### src/rtl/pm_byte_loader.sv
// Program-memory write master: packs a little-endian byte stream into instruction words.
// Optional trailing XOR checksum byte when PM_LOADER_CKSUM_EN is defined.
module pm_byte_loader #(
  parameter int DATA_WIDTH = 32,
  parameter int ADD_WIDTH  = 7,
  parameter int WIDTH      = 8
) (
  input  logic                  clk,
  input  logic                  rst,
  input  logic                  start,
  input  logic [ADD_WIDTH-1:0]  base_addr,
  input  logic [ADD_WIDTH:0]    word_len,
  input  logic [WIDTH-1:0]      byte_in,
  input  logic                  byte_valid,
  output logic                  byte_ready,
  output logic                  pmWrEn,
  output logic [ADD_WIDTH-1:0]  pm_addr,
  output logic [DATA_WIDTH-1:0] instructionIn,
  output logic                  busy,
  output logic                  done,
  output logic                  cksum_err
);

  localparam int BEATS = DATA_WIDTH / WIDTH;
  localparam int BW    = (BEATS > 1) ? $clog2(BEATS) : 1;
  localparam logic [BW-1:0] LAST_BEAT = BW'(BEATS - 1);
  localparam logic [ADD_WIDTH:0] ONE_LEFT = (ADD_WIDTH + 1)'(1);

`ifdef PM_LOADER_CKSUM_EN
  typedef enum logic [2:0] {IDLE, COLLECT, WRITE, CKSUM, DONE} state_t;
`else
  typedef enum logic [1:0] {IDLE, COLLECT, WRITE, DONE} state_t;
`endif

  state_t                 state;
  logic [ADD_WIDTH-1:0]   addr;
  logic [ADD_WIDTH:0]     remaining;
  logic [BW-1:0]          beat;
  logic [DATA_WIDTH-1:0]  word;
  logic [DATA_WIDTH-1:0]  next_word;
  logic                   accept;

  assign accept = byte_valid && byte_ready;

  // New bytes enter at the top, so after BEATS shifts the first byte sits in the LSB.
  generate
    if (BEATS > 1) begin : g_shift
      assign next_word = {byte_in, word[DATA_WIDTH-1:WIDTH]};
    end else begin : g_single
      assign next_word = byte_in;
    end
  endgenerate

`ifdef PM_LOADER_CKSUM_EN
  logic [WIDTH-1:0] xor_acc;
  logic             cksum_flag;
  assign cksum_err = cksum_flag;
`else
  assign cksum_err = 1'b0;
`endif

  always_ff @(posedge clk) begin
    if (rst) begin
      state         <= IDLE;
      addr          <= '0;
      remaining     <= '0;
      beat          <= '0;
      word          <= '0;
      byte_ready    <= 1'b0;
      pmWrEn        <= 1'b0;
      pm_addr       <= '0;
      instructionIn <= '0;
      busy          <= 1'b0;
      done          <= 1'b0;
`ifdef PM_LOADER_CKSUM_EN
      xor_acc       <= '0;
      cksum_flag    <= 1'b0;
`endif
    end else begin
      pmWrEn <= 1'b0;
      done   <= 1'b0;
      case (state)
        IDLE: begin
          if (start) begin
            addr      <= base_addr;
            remaining <= word_len;
            beat      <= '0;
            word      <= '0;
`ifdef PM_LOADER_CKSUM_EN
            xor_acc    <= '0;
            cksum_flag <= 1'b0;
`endif
            if (word_len == '0) begin
              state <= DONE;
              done  <= 1'b1;
            end else begin
              state      <= COLLECT;
              busy       <= 1'b1;
              byte_ready <= 1'b1;
            end
          end
        end

        COLLECT: begin
          if (accept) begin
            word <= next_word;
`ifdef PM_LOADER_CKSUM_EN
            xor_acc <= xor_acc ^ byte_in;
`endif
            // Last beat goes straight to the write port so WRITE follows with no bubble.
            if (beat == LAST_BEAT) begin
              beat          <= '0;
              state         <= WRITE;
              byte_ready    <= 1'b0;
              pmWrEn        <= 1'b1;
              pm_addr       <= addr;
              instructionIn <= next_word;
            end else begin
              beat <= beat + 1'b1;
            end
          end
        end

        WRITE: begin
          addr      <= addr + 1'b1;
          remaining <= remaining - 1'b1;
          if (remaining == ONE_LEFT) begin
`ifdef PM_LOADER_CKSUM_EN
            state      <= CKSUM;
            byte_ready <= 1'b1;
`else
            state <= DONE;
            done  <= 1'b1;
            busy  <= 1'b0;
`endif
          end else begin
            state      <= COLLECT;
            byte_ready <= 1'b1;
          end
        end

`ifdef PM_LOADER_CKSUM_EN
        CKSUM: begin
          if (accept) begin
            if (byte_in != xor_acc) cksum_flag <= 1'b1;
            state      <= DONE;
            done       <= 1'b1;
            busy       <= 1'b0;
            byte_ready <= 1'b0;
          end
        end
`endif

        DONE: begin
          state <= IDLE;
        end

        default: begin
          state <= IDLE;
        end
      endcase
    end
  end

endmodule

### config.mk
export PLATFORM = sky130hd
export DESIGN_NAME = pm_byte_loader
export DESIGN_NICKNAME = d
export VERILOG_FILES = /design/src/rtl/pm_byte_loader.sv
export SDC_FILE = /design/constraint.sdc
export NUM_CORES = 1
export LEC_CHECK = 0
export CELL_PAD_IN_SITES_DETAIL_PLACEMENT = 0
export CELL_PAD_IN_SITES_GLOBAL_PLACEMENT = 1
export CORE_AREA = 2 2 125 127
export DETAILED_ROUTE_END_ITERATION = 16
export DIE_AREA = 0 0 127 129
export GPL_TIMING_DRIVEN = 0
export PLACE_DENSITY_LB_ADDON = 0.1
export SLEW_MARGIN = 10
export SYNTH_ARGS = -nofsm -noshare
export SYNTH_HDL_FRONTEND = slang
export SYNTH_SLANG_ARGS = --single-unit
### constraint.sdc
create_clock -name clk -period 4.6 [get_ports clk]
set_input_delay 1.38 -clock clk [delete_from_list [all_inputs] [get_ports clk]]
set_output_delay 1.38 -clock clk [all_outputs]
set_load 0.05 [all_outputs]
* Yosys cells after proc, flatten, opt, wreduce, memory -nomap -nowiden
Index checks and enable logic that the tools add are counted.
** Storage, ports and cells
- Bits in registers :: 94
- Bits in latches :: 0
- RAM bits :: 0
- Memory bits (read-only) :: 0
- Logic and storage cells :: 70
- Memories :: 0
** Operators by class
- $add $sub $neg :: 3
- Multiply operators :: 0
- Divide/modulo/power cells :: 0
- $lt $le $gt $ge :: 0
- Equality and inequality tests :: 11
- Shift operators :: 0
- Muxes and demuxes :: 30
- Bitwise logic cells :: 2
- Reductions and logical operators :: 13
** Operator list (number)
- 32-bit 2-to-1 mux :: 2
- 32-bit one-hot mux with 2 select lines :: 1
- 2-bit 2-to-1 mux :: 8
- 8-bit one-hot mux with 2 select lines :: 1
- 7-bit one-hot mux with 2 select lines :: 1
- 2-bit inequality test, second input constant :: 6
- 1-bit 2-to-1 mux :: 10
- 3-bit AND reduction :: 3
- 8-bit by 1-bit == test with 1-bit output, second input constant :: 1
- 8-bit zero test :: 1
- 8-bit 2-to-1 mux :: 1
- 2-bit one-hot mux with 4 select lines :: 1
- 8-bit by 1-bit subtractor with 8-bit output, second input constant :: 1
- 7-bit by 1-bit adder with 7-bit output, second input constant :: 1
- 7-bit 2-to-1 mux :: 1
- 2-bit == test, second input constant :: 3
- 6-bit AND reduction :: 1
- 1-bit one-hot mux with 2 select lines :: 2
- 2-bit one-hot mux with 2 select lines :: 1
- 4-bit AND reduction :: 1
- 2-bit nonzero test :: 2
- 1-bit one-hot mux with 3 select lines :: 1
- 3-bit nonzero test :: 1
- 3-bit OR reduction :: 1
- other kinds (6) :: 7

* Longest topological paths before layout
- Depth after elaboration :: 4
- Mapped depth :: 7
- Mapped depth without buffers :: 6

* Worst setup path before layout
OpenSTA, ideal clock, no wires.
- Kind :: input to register
- From :: input start
- To :: register word[18]
- Arrival :: 2559 ps
- Data required time :: 4472 ps
- Setup slack :: 1914 ps
- Stages on the path :: 7
- Buffers on the path :: 3
- Cells stage by stage :: buf_2 nor3b_2 a31o_2 buf_4 buf_6 mux2i_1 nor2_1
** On the way
- Word-level cells in the longest chain between the ends :: 2
** Ends and longest elaborated chain
- from (decl) :: RTL line 10 : input logic start,
- 2-bit inequality test (no source line)
- 3-bit AND reduction (no source line)
- to (signal assigned) :: RTL line 106 : word <= next_word;
- to (decl) :: RTL line 39 : logic [DATA_WIDTH-1:0] word;
No other way between the ends.
A chain may end at the register's enable or synchronous reset.

* Worst setup path after layout
- From :: input byte_valid
- To :: register pm_addr[2]
** On the way
- Word-level cells in the longest chain between the ends :: 2
** Ends and longest elaborated chain
- from (decl) :: RTL line 14 : input logic byte_valid,
- 1-bit logical AND :: RTL line 43 : assign accept = byte_valid && byte_ready;
- 3-bit AND reduction (no source line)
- to (signal assigned) :: RTL line 116 : pm_addr <= addr;
- to (decl) :: RTL line 17 : output logic [ADD_WIDTH-1:0] pm_addr,
No other way between the ends.

==> results.yml <==
run_status:
  status: "finished clean"
power:
  power.density_mw_per_mm2: 341.0
  leakagePower_nw: 1.702
  ir_drop_mv: 0.2049
  power.total_mw: 1.655
worst_setup_path:
  cp_max_fo: 10
  slowest_delay_ns: 0.57
  crit_path_start_kind: "primary input"
  worst_setup_path_end_kind: "flop"
  crit_buf_inv: 2
  crit_type: "in2reg"
  crit_family: "buffers and inverters"
  cp_slowest_cell: "nor3b_1"
  worstPathCellList: "clkdlybuf4s50_1 -> nand3_1 -> nor3b_1 -> clkbuf_1 -> nand2_1 -> a21oi_1"
  worstReg2RegStart: "state[0]"
  crit_required_ns: 4.87
  arrival_ns: 3.39
  crit_start: "byte_valid"
place:
  place.gp.congestion: 0.7698
  port-buffer-count: 67
  dp_hpwl_um: 7893
timing:
  finClkSkew_ns: 0.004381
  clock.fmax_ghz: 0.3203
  min_period_ns: 3.122
  hold_viol: 0
  tns_ns: 0
  relSlewSlack_pct: 53.57
  setup_viol: 0
  drv_slew: 0
  fin_crit_sh_pct: 67.87
  tightestPinTransition_ns: 0.6964
  holdWs_ns: 0.4550
  rsz0062_at_grt: "no"
synth:
  netlist_top_cells_area: "dfxtp_1 (47%), nand2_1 (9.4%), mux2i_1 (7.4%), a21oi_1 (7.2%), and2_1 (4.3%)"
  ys.flop_type: "dfxtp_1"
  synth_top_area_share_pct: 46.91
  syn-num-nets: 467
  synthArstFlopShare_pct: 0
  synth_enable_flop_cells: 0
  syn_inst: 436
  avgSynthCellArea_sq_um: 8.417
  ys_seq_area_share_pct: 46.91
  ys_ff_latch: 86
  yosysWarnings: 0
  yosys.area.top_type: "dfxtp_1"
  syn_area_sq_mm: 0.003670
  yosysUniqueCellTypes: 49
floorplanning:
  core-area_sq_mm: 0.01498
  die_x_um: 127
  fp.dieH_um: 129
  boundaryPins: 71
  die_area_sq_mm: 0.01638
  placementRows: 45
  initial_core_util_pct: 24.50
routing:
  via_count: 3197
  wl_met1_um: 5278
  wl_met3_um: 512
  drc: 0
  topRoutingLayerUsed: "met4"
  routed_wirelength_um: 11030
  wl_per_cell_um: 15.67
  dr.pass1.iters: 6
  vias_per_cell: 4.541
  wl_met2_um: 5128
  ant_nets: 0
  initialDrtViolationCount: 136
cts:
  cts_buffer_depth: 2
  cts-buffers-inserted: 9
  clk_latency_ns: 0.34
  clk_pin_slew_ns: 0.06
  cts_sinks: 86
  cts_setup_buffers: 0
  ctsHoldBuffers: 0
  htree_levels: 3
  cts_resized: 0
  root_buffer: "clkbuf_16"
  cts_tree: "yes"
final_layout:
  layout.nets: 545
  antenna_cells: 0
  fillers: 1628
  drive_above_1_share_pct: 5.620
  area_growth_pct: 32.25
global_routing:
  antenna_found_initial: 0
  grt_overflow_total: 0
  grt_first_pass_wirelength_um: 17740
  grt_max_degree: 13
  grt_usage_pct: 14.15
  grt_pass1_vias: 3280
worst_hold_path:
  hold_class: "reg2reg"
  min_from: "pm_addr[6]"
flow_run:
  drv_cap: 0
Yosys cell counts (3+ instances only):
cell type and count:
o21ai_0 4, nor4_1 7, o211ai_1 3, nand2_1 92, buf_6 4, nor3b_1 3
nor3_1 6, and2_1 25, nor2b_1 7, ha_1 4, inv_1 6, nor2_1 36
dfxtp_1 86, a21oi_1 53, a31oi_1 3, clkbuf_1 26, mux2i_1 27
layer usage:
metal	vias up	global-route usage, %
met4	0	3.685
met1	1494	17.98
met3	7	4.407
met5	-	0
met2	69	23.43
li1	1627	-
cells in the final DEF, fill, tap and decap left out, drive strengths merged, types with 3 or more instances in the layout:
| master | Yosys | routed |
|---|---|---|
| a21oi | 53 | 53 |
| ha | 4 | 4 |
| nor2b | 7 | 7 |
| nand2b | 3 | 3 |
| nor4 | 8 | 8 |
| nand2 | 92 | 92 |
| and2 | 25 | 25 |
| a31oi | 3 | 3 |
| o21ai | 4 | 4 |
| clkbuf | 26 | 37 |
| buf | 8 | 8 |
| o211ai | 3 | 3 |
| nor2 | 36 | 36 |
| mux2i | 27 | 27 |
| nor3 | 6 | 6 |
| clkdlybuf4s50 | 0 | 67 |
| dfxtp | 86 | 86 |
| nor3b | 4 | 4 |
| inv | 6 | 6 |
worst paths after layout:
path                            cells after the start                 to  slack, ns
worst max-delay path                                6         pm_addr[2]       1.48
worst min-delay path                                2         pm_addr[6]       0.45
worst max register to register                      7  instructionIn[30]       2.36
worst min register to register                      2         pm_addr[6]       0.45
metrics by stage:
step           utilization, %  worst slack [ns]  cells  area [sq um]
2_1_floorplan               -             1.914    436          3670
3_3_place_gp            30.55             1.032    691          4576
3_5_place_dp            30.55             1.050    691          4576
4_1_cts                 32.41             1.405    704          4853
5_1_grt                 32.41             1.291    704          4853
6_report                32.41             1.478    704          4853
state kept, by name, summed over array words and instances (netlist names):
signal / cells
state: 2
remaining: 8
beat: 2
word: 24
busy: 1
instructionIn: 32
done: 1
pmWrEn: 1
byte_ready: 1
pm_addr: 7
addr: 7
cell families (layout without fill, tap and decap cells):
kind of cell	count (synthesis)	count (layout)	synth area share [%]
compound gates	83	83	13.54
flops	86	86	46.91
simple gates	193	193	24.99
fa+ha+maj	4	4	1.364
buf+inv	40	120	5.182
other cells	1	1	0.1022
xor+xnor	1	1	0.2387
mux	28	28	7.671
final cells by class:
type / instances / area [sq um] / area share (%)
clock buffer: 11 / 242.7 / 5.001
inverter: 6 / 22.52 / 0.4640
tap: 188 / 235.2 / 4.847
multi-input combinational: 310 / 1758 / 36.22
sequential: 86 / 1722 / 35.47
clock inverter: 2 / 35.03 / 0.7218
timing repair buffer: 67 / 670.6 / 13.82
buffer: 34 / 167.7 / 3.455
where the power goes:
part	internal (mW)	leakage [nW]	switching (mW)
clock network	0.426	0.137	0.294
registers	0.760	0.697	0.0176
logic	0.0711	0.868	0.0856
total	1.26	1.70	0.397
tightest hold or removal path: stages, from the launching register on:
cell	delay (ns)
dfxtp_1	0.31
nand2_1	0.05
a21oi_1	0.05
Note: power is estimated with default switching activity, not from simulation.
